`src/rtl/riscv_pkg.sv`:
```
// Shared RISC-V core definitions: hazard FSM states, register index
// width and the opcode constants shared with the decoder.
package riscv_pkg;

  localparam int REG_ADDR_W = 5;

  localparam logic [6:0] R_TYPE = 7'b0110011;
  localparam logic [6:0] I_TYPE = 7'b0010011;
  localparam logic [6:0] LW     = 7'b0000011;
  localparam logic [6:0] SW     = 7'b0100011;
  localparam logic [6:0] BR     = 7'b1100011;

  typedef enum logic [1:0] {
    RUN         = 2'd0,
    MEM_WAIT    = 2'd1,
    ERR_RECOVER = 2'd2
  } hazard_state_t;

endpackage

```
`src/rtl/pipeline_hazard_ctrl_if.sv`:
```
// Data-memory request/ready handshake between the hazard controller
// (master) and the data memory (slave).
interface pipeline_hazard_ctrl_if;
  logic dmem_req;
  logic dmem_ready;

  modport master (
    output dmem_req,
    input  dmem_ready
  );

  modport slave (
    input  dmem_req,
    output dmem_ready
  );
endinterface

```
`src/rtl/hazard_perf_cnt.sv`:
```
// Saturating event counter with synchronous active-low reset.
module hazard_perf_cnt #(
  parameter int W = 32
) (
  input  logic         clk,
  input  logic         reset,
  input  logic         inc,
  output logic [W-1:0] count
);

  always_ff @(posedge clk) begin
    if (!reset) begin
      count <= '0;
    end else if (inc && (count != '1)) begin
      count <= count + 1'b1;
    end
  end

endmodule

```
`src/rtl/pipeline_hazard_ctrl.sv`:
```
// 5-stage pipeline hazard/stall controller with dmem wait handling.
// Optional perf counters enabled by HAZARD_PERF_CNT_EN.
module pipeline_hazard_ctrl
  import riscv_pkg::*;
#(
  parameter int REG_ADDR_W  = riscv_pkg::REG_ADDR_W,
  parameter int MEM_TIMEOUT = 15,
  parameter int CNT_W       = 32
) (
  input  logic                  clk,
  input  logic                  reset,
  input  logic [REG_ADDR_W-1:0] id_rs1,
  input  logic [REG_ADDR_W-1:0] id_rs2,
  input  logic [REG_ADDR_W-1:0] ex_rd,
  input  logic                  ex_mem_read,
  input  logic                  ex_branch_taken,
  input  logic                  mem_mem_read,
  input  logic                  mem_mem_write,
  pipeline_hazard_ctrl_if.master dmem,
  output logic                  pc_write,
  output logic                  if_id_write,
  output logic                  id_ex_write,
  output logic                  ex_mem_write,
  output logic                  if_id_flush,
  output logic                  id_ex_flush,
  output logic                  mem_wb_bubble,
  output logic                  mem_err,
  output logic [CNT_W-1:0]      stall_cycles,
  output logic [CNT_W-1:0]      flush_count
);

  localparam int TW = $clog2(MEM_TIMEOUT + 1);

  hazard_state_t state;
  logic [TW-1:0] timer;
  logic          access;
  logic          load_use;
  logic          freeze;
  logic          steer;

  assign access   = mem_mem_read | mem_mem_write;
  assign load_use = ex_mem_read && (ex_rd != '0) &&
                    ((ex_rd == id_rs1) || (ex_rd == id_rs2));

  always_comb begin
    dmem.dmem_req = 1'b0;
    pc_write      = 1'b1;
    if_id_write   = 1'b1;
    id_ex_write   = 1'b1;
    ex_mem_write  = 1'b1;
    if_id_flush   = 1'b0;
    id_ex_flush   = 1'b0;
    mem_wb_bubble = 1'b0;
    freeze        = 1'b0;
    steer         = 1'b0;
    if (!reset) begin
      pc_write      = 1'b0;
      if_id_write   = 1'b0;
      id_ex_write   = 1'b0;
      ex_mem_write  = 1'b0;
      if_id_flush   = 1'b1;
      id_ex_flush   = 1'b1;
      mem_wb_bubble = 1'b1;
    end else begin
      unique case (state)
        RUN: begin
          dmem.dmem_req = access;
          freeze        = access && !dmem.dmem_ready;
          steer         = 1'b1;
        end
        MEM_WAIT: begin
          dmem.dmem_req = 1'b1;
          freeze        = !dmem.dmem_ready;
          steer         = 1'b1;
        end
        default: mem_wb_bubble = 1'b1;
      endcase
      // Freeze outranks branch, which outranks load-use.
      if (steer) begin
        if (freeze) begin
          pc_write      = 1'b0;
          if_id_write   = 1'b0;
          id_ex_write   = 1'b0;
          ex_mem_write  = 1'b0;
          mem_wb_bubble = 1'b1;
        end else if (ex_branch_taken) begin
          if_id_flush = 1'b1;
          id_ex_flush = 1'b1;
        end else if (load_use) begin
          pc_write    = 1'b0;
          if_id_write = 1'b0;
          id_ex_flush = 1'b1;
        end
      end
    end
  end

  always_ff @(posedge clk) begin
    if (!reset) begin
      state   <= RUN;
      timer   <= '0;
      mem_err <= 1'b0;
    end else begin
      unique case (state)
        RUN: begin
          if (freeze) begin
            state <= MEM_WAIT;
            timer <= TW'(1);
          end
        end
        MEM_WAIT: begin
          if (dmem.dmem_ready) begin
            state <= RUN;
            timer <= '0;
          end else if (timer == TW'(MEM_TIMEOUT)) begin
            state   <= ERR_RECOVER;
            timer   <= '0;
            mem_err <= 1'b1;
          end else begin
            timer <= timer + 1'b1;
          end
        end
        default: begin
          state <= RUN;
          timer <= '0;
        end
      endcase
    end
  end

`ifdef HAZARD_PERF_CNT_EN
  hazard_perf_cnt #(.W(CNT_W)) u_stall_cnt (
    .clk   (clk),
    .reset (reset),
    .inc   (!pc_write),
    .count (stall_cycles)
  );

  hazard_perf_cnt #(.W(CNT_W)) u_flush_cnt (
    .clk   (clk),
    .reset (reset),
    .inc   (if_id_flush),
    .count (flush_count)
  );
`else
  assign stall_cycles = '0;
  assign flush_count  = '0;
`endif

endmodule

```
`src/flat_wrapper.sv`:
```
// flat-port wrapper written by rule: the top's interface ports become plain ports
module pipeline_hazard_ctrl_flat import riscv_pkg::*;
#(
  parameter int REG_ADDR_W  = riscv_pkg::REG_ADDR_W,
  parameter int MEM_TIMEOUT = 15,
  parameter int CNT_W       = 32
)
  (clk, reset, id_rs1, id_rs2, ex_rd, ex_mem_read, ex_branch_taken, mem_mem_read, mem_mem_write, pc_write, if_id_write, id_ex_write, ex_mem_write, if_id_flush, id_ex_flush, mem_wb_bubble, mem_err, stall_cycles, flush_count, dmem_dmem_req, dmem_dmem_ready);
  pipeline_hazard_ctrl_if dmem_i ();
  input  logic clk;
  input  logic reset;
  input  logic [REG_ADDR_W-1:0] id_rs1;
  input  logic [REG_ADDR_W-1:0] id_rs2;
  input  logic [REG_ADDR_W-1:0] ex_rd;
  input  logic ex_mem_read;
  input  logic ex_branch_taken;
  input  logic mem_mem_read;
  input  logic mem_mem_write;
  output logic pc_write;
  output logic if_id_write;
  output logic id_ex_write;
  output logic ex_mem_write;
  output logic if_id_flush;
  output logic id_ex_flush;
  output logic mem_wb_bubble;
  output logic mem_err;
  output logic [CNT_W-1:0] stall_cycles;
  output logic [CNT_W-1:0] flush_count;
  output wire logic [$bits(dmem_i.dmem_req)-1:0] dmem_dmem_req;
  input wire logic [$bits(dmem_i.dmem_ready)-1:0] dmem_dmem_ready;
  assign dmem_dmem_req = dmem_i.dmem_req;
  assign dmem_i.dmem_ready = dmem_dmem_ready;
  pipeline_hazard_ctrl #(.REG_ADDR_W(REG_ADDR_W), .MEM_TIMEOUT(MEM_TIMEOUT), .CNT_W(CNT_W)) u_core (.clk(clk), .reset(reset), .id_rs1(id_rs1), .id_rs2(id_rs2), .ex_rd(ex_rd), .ex_mem_read(ex_mem_read), .ex_branch_taken(ex_branch_taken), .mem_mem_read(mem_mem_read), .mem_mem_write(mem_mem_write), .dmem(dmem_i), .pc_write(pc_write), .if_id_write(if_id_write), .id_ex_write(id_ex_write), .ex_mem_write(ex_mem_write), .if_id_flush(if_id_flush), .id_ex_flush(id_ex_flush), .mem_wb_bubble(mem_wb_bubble), .mem_err(mem_err), .stall_cycles(stall_cycles), .flush_count(flush_count));
endmodule
```
`config.mk`:
```
export PLATFORM = sky130hd
export DESIGN_NAME = pipeline_hazard_ctrl_flat
export DESIGN_NICKNAME = d
export VERILOG_FILES = /design/src/rtl/riscv_pkg.sv /design/src/rtl/pipeline_hazard_ctrl_if.sv /design/src/rtl/hazard_perf_cnt.sv /design/src/rtl/pipeline_hazard_ctrl.sv /design/src/flat_wrapper.sv
export SDC_FILE = /design/constraint.sdc
export NUM_CORES = 1
export LEC_CHECK = 0
export BUFFER_PORTS_ARGS = -buffer_cell sky130_fd_sc_hd__buf_4
export CAP_MARGIN = 20
export CORE_MARGIN = 4
export CORE_UTILIZATION = 37
export DETAILED_ROUTE_END_ITERATION = 16
export PLACE_DENSITY_LB_ADDON = 0.25
export SYNTH_ARGS = -nofsm -noshare
export SYNTH_HDL_FRONTEND = slang
export SYNTH_SLANG_ARGS = --single-unit
```
`constraint.sdc`:
```
create_clock -name clk -period 1.7 [get_ports clk]
set_input_delay 0.17 -clock clk [delete_from_list [all_inputs] [get_ports clk]]
set_output_delay 0.17 -clock clk [all_outputs]
set_load 0.1 [all_outputs]
```
# == Word-level counts from Yosys, hierarchy flattened ==
# Index checks and enable logic that the tools add are counted.
# classes
add_sub_neg,1
n_eq_ne,6
muxes,36
n_bitwise,2
reduce_logical,10
# ops
cell,count
two-way mux 1 bit,26
two-way mux 4 bit,3
equality test 5 bit,2
one-hot mux 4 bit (2 select lines),1
two-way mux 2 bit,3
nonzero test 5 bit,1
"adder 4 x 1 -> 4 bit, second input constant",1
"equality test 4 bit, second input constant",1
one-hot mux 1 bit (2 select lines),2
one-hot mux 2 bit (2 select lines),1
logical AND 1 bit,3
"inequality test 3 x 2 -> 1 bit, second input constant",1
AND reduction 3 bit,1
"equality test 2 x 1 -> 1 bit, second input constant",1
zero test 2 bit,1
"inequality test 2 x 1 -> 1 bit, second input constant",1
AND reduction 2 bit,1
OR reduction 2 bit,1
zero test 1 bit,1
logical OR 1 bit,1
NOT 1 bit,1
bitwise OR 1 bit,1
# totals
register_bits,7
input_bits,22
out_inout_bits,73

# == Depth between registers and ports, before layout ==
# logic_depth
depth_word,8
depth_mapped,5
mapped_depth_nobuf,5

# == Least setup slack after synthesis ==
# Ideal clock, no wire load.
# synth_timing
path_type,reg-to-output
startpoint,register u_core.state[0]
endpoint,output port id_ex_flush
arrival_ns,3.024
setup_slack_ns,-1.494
stages_incl_launch_ff,4
cell_sequence,dfxtp_1 -> nor3_1 -> o21ai_0 -> o311ai_1
# synth_between
elab_chain_len,6
elab_cells_between_ends,10
cone_classes,eq/ne: 1; mux: 7; reduce/logical: 2
# synth_lines
element,line,source
start: declaration,pipeline_hazard_ctrl.sv:34,hazard_state_t state;
start signal: assignment,pipeline_hazard_ctrl.sv:100,state <= RUN;
start signal: assignment,pipeline_hazard_ctrl.sv:107,state <= MEM_WAIT;
start signal: assignment,pipeline_hazard_ctrl.sv:113,state <= RUN;
equality test 2 x 1 -> 1 bit / zero test 2 bit (equally long branches),pipeline_hazard_ctrl.sv:65,unique case (state)
one-hot mux 1 bit (2 select lines) / OR reduction 2 bit (equally long branches),-,
"two-way mux 1 bit, on equally long branches","pipeline_hazard_ctrl.sv:56, pipeline_hazard_ctrl.sv:65",
"two-way mux 1 bit, on equally long branches","pipeline_hazard_ctrl.sv:80, pipeline_hazard_ctrl.sv:56",
two-way mux 1 bit *,pipeline_hazard_ctrl.sv:79,if (steer) begin
two-way mux 1 bit *,pipeline_hazard_ctrl.sv:56,if (!reset) begin
end: declaration,flat_wrapper.sv:24,output logic id_ex_flush;
# Every way passes the cells marked *; elsewhere a longest branch is shown, timed or not. The select of a mux whose other input is x is not followed.

# == Final worst setup path ==
# layout_timing
startpoint,input port ex_rd[1]
endpoint,output port pc_write
# layout_between
elab_chain_len,8
elab_cells_between_ends,11
cone_classes,eq/ne: 2; mux: 5; reduce/logical: 4
# layout_lines
element,line,source
start: declaration,flat_wrapper.sv:14,input logic [REG_ADDR_W-1:0] ex_rd;
equality test 5 bit / nonzero test 5 bit (equally long branches),"pipeline_hazard_ctrl.sv:43, pipeline_hazard_ctrl.sv:42",
logical OR 1 bit / logical AND 1 bit (equally long branches),"pipeline_hazard_ctrl.sv:43, pipeline_hazard_ctrl.sv:42",
logical AND 1 bit *,pipeline_hazard_ctrl.sv:42,assign load_use = ex_mem_read && (ex_rd != '0) &&
two-way mux 1 bit *,pipeline_hazard_ctrl.sv:89,end else if (load_use) begin
two-way mux 1 bit *,pipeline_hazard_ctrl.sv:86,end else if (ex_branch_taken) begin
two-way mux 1 bit *,pipeline_hazard_ctrl.sv:80,if (freeze) begin
two-way mux 1 bit *,pipeline_hazard_ctrl.sv:79,
two-way mux 1 bit *,pipeline_hazard_ctrl.sv:56,
end: declaration,flat_wrapper.sv:19,output logic pc_write;
# Every way passes the cells marked *; elsewhere a longest branch is shown, timed or not.

==> results.ini <==
[run_status]
status = finished, final reports clean

[global_routing]
gr-total-overflow = 0
grt_pass1_wl_mm = 2.718
grt_start_max_net_pins = 13
antenna_found_initial = 0
grt_usage_pct = 9.348
grt_pass1_vias = 649

[logic_synthesis]
ys_seq_elements = 7
post-synth-top-area-fraction_pct = 47.26
synthAdderAreaFrac_pct = 1.193
async_reset_ff_share_pct = 0
synth_top_family_by_area = buffers and inverters
synth_top_area_cell = buf_4
synthTopCellsByCount = 66 x buf_4, 10 x xor2_1, 7 x dfxtp_1, 7 x nor2_1, 4 x nand2_1
synthCells = 132
avgSynthCellArea_um2 = 7.943
ys_warn_count = 0
synth_edf_count = 0
synth_most_common_cell = buf_4
synth_area_um2 = 1049
synth-compound-area-share_pct = 13.60
synth_mux_area_share_pct = 0
synth_ff_type = dfxtp_1
seq_area_frac_synth_pct = 13.37
synthTopCellsByArea = buf_4 47%, dfxtp_1 13%, xor2_1 8.4%, nor2_1 2.5%, nor3b_2 2.4%
synth-xor-area-share_pct = 8.353
synth_simple_gate_area_share_pct = 13.96
synth_cell_types = 32

[critical_path]
critical_path_required_ps = 1530
critPathArrivalTime_ps = 1500
critPathMaxStageDelay_ps = 530
crit_type = in2out
crit_top_cell = buf_4
path_max_fanout = 3
worstSetupStartpointType = primary input
cp_cell_sequence = buf_4 -> or4_1 -> o21ai_2 -> o41a_4 -> buf_4
crit_path_end_kind = output pin
slowest_stage = or4_1

[pwr]
p_total_mw = 1.203
clkPwrFrac_pct = 12.7
p_leak_nw = 0.5805
power.switching_mw = 0.8503
seq_power_share_pct = 14.5
sw_frac_of_total_pct = 70.68
pwr_density_cell_nw_per_um2 = 1055
worst_ir_drop_vdd_mv = 0.5878
p_comb_share_pct = 72.8
internal-power_mw = 0.3527

[sta]
max_freq_mhz = 597.5
grt_setup_unrepaired = true
setup-tns-final_ps = 0
fin_skew_ps = 2.304
hold_viol = 0
period_needed_ps = 1674
final_max_slew_viol_count = 0
setup_viol = 0
min_period_over_period_pct = 98.45

[cts]
clk-insertion-delay-late_ps = 250
cts_buffers = 3
clock_path_buffers = 2
cts_root_buf = clkbuf_4
h-tree-depth = 1
cts_tree = built
path_clk_slew_ps = 50
clock-sinks = 7

[die]
row_count = 19
die-height_um = 61.24
initial_core_util_pct = 38.35
io_pins = 95
die_area_um2 = 3750
die_w_um = 61.24
core_region_area_um2 = 2734

[routing]
drt_iter0_drc = 11
routed_via_density = 3.917
wl_per_cell_um = 9.776
route.detailed.drc = 0
vias = 752
firstDrtPassIters = 2
routed_wl_mm = 1.877
ant_nets = 0

[finish]
area_delta_synth_final_pct = 8.711
diodes = 0
nets = 185
drive_above_1_share_pct = 29.19

[placement]
hpwl_mm = 1.707
place_congestion = 0.7429
port_buffers = 30

[run]
drv_cap = 0

[hold_path]
hold_class = in2reg

-- what timing repair did --
| action | CTS | global route |
|---|---|---|
| endpoints found under the setup margin | 1 | 4 |
| gates resized for setup | 2 | 6 |
| hold buffers | 0 | 0 |
| buffers inserted | 0 | 0 |
-- final cells by class --
cell class / count / area [um2]
Inverter: 1 / 3.754
Timing Repair Buffer: 30 / 237.7
Fill cell: 286 / 1594
Sequential cell: 7 / 141.4
Clock buffer: 4 / 26.28
Tap cell: 31 / 38.79
Multi-Input combinational cell: 119 / 691.9
-- state kept, by name, indices dropped and copies added, names as in the netlist --
signal          cells
u_core.state        2
u_core.timer        4
u_core.mem_err      1
-- cells by family (layout without fill, tap and decap cells) --
logic type	Yosys count	count (layout)
AOI/OAI and AO/OA	19	19
xor gates and xnor gates	10	10
adders and majority gates	1	1
buffers and inverters	69	35
DFF	7	7
other	1	64
and+or+nand+nor	25	25
-- metal layers --
layer  share of wire [%]  global-route usage, %  routed length [um]  up-vias
met4                   0                      0                   0        0
met1                  35                  11.00                 652      334
met5                   0                      0                   0        -
met2                  50                  16.62                 937       52
met3                  15                  4.193                 287        0
li1                    -                      -                   -      366
-- worst max-delay path, delay by kind of cell --
family	cells	cell delay [ps]
AO/OA/AOI/OAI	2	390
buffers and inverters	2	400
AND/OR/NAND/NOR	1	530
-- worst paths after layout --
path | startpoint | end | slack, ps | depth (start not counted)
worst max-delay path | ex_rd[1] | pc_write | 30 | 5
worst min-delay path | reset | u_core.mem_err$_SDFFE_PN0P_ | 230 | 2
worst min register to register | u_core.mem_err$_SDFFE_PN0P_ | u_core.mem_err$_SDFFE_PN0P_ | 460 | 1
worst max register to register | u_core.timer[0]$_SDFFE_PN0P_ | u_core.timer[0]$_SDFFE_PN0P_ | 350 | 5
-- through the flow --
step	std cells	hold WS (ps)	utilization (%)	setup slack [ps]	cell area, um2
after CTS	192	219.5	40.87	0.9336	1117
after global placement	188	457.8	39.63	16.48	1084
after floorplan	195	405.8	-	-5.393	1344
after detailed placement	188	456.7	39.63	3.470	1084
final	192	228.9	41.69	26.28	1140
after global routing	192	223.0	41.69	-20.82	1140
-- cells in the final DEF (no fill, tap or decap), types with 2 or more instances in the layout --
master / count
conb_1: 64
buf_4: 29
xor2_1: 10
nor2_1: 6
dfxtp_1: 6
nand2_1: 4
and2_1: 3
clkbuf_4: 3
o21a_1: 2
nor3_2: 2
o21ai_2: 2
o31ai_1: 2
nor3b_2: 2
nor2b_1: 2
nand3_1: 2
o21ai_0: 2
-- power by group through the flow --
stage	Sequential (mW)	Clock [mW]	Combinational [mW]
after floorplan	0.176	0	0.907
after CTS	0.174	0.163	0.866
after detailed placement	0.177	0	0.862
after global routing	0.175	0.175	0.903
after global placement	0.177	0	0.860
final	0.174	0.153	0.876
(Power assumes the default switching activity.)
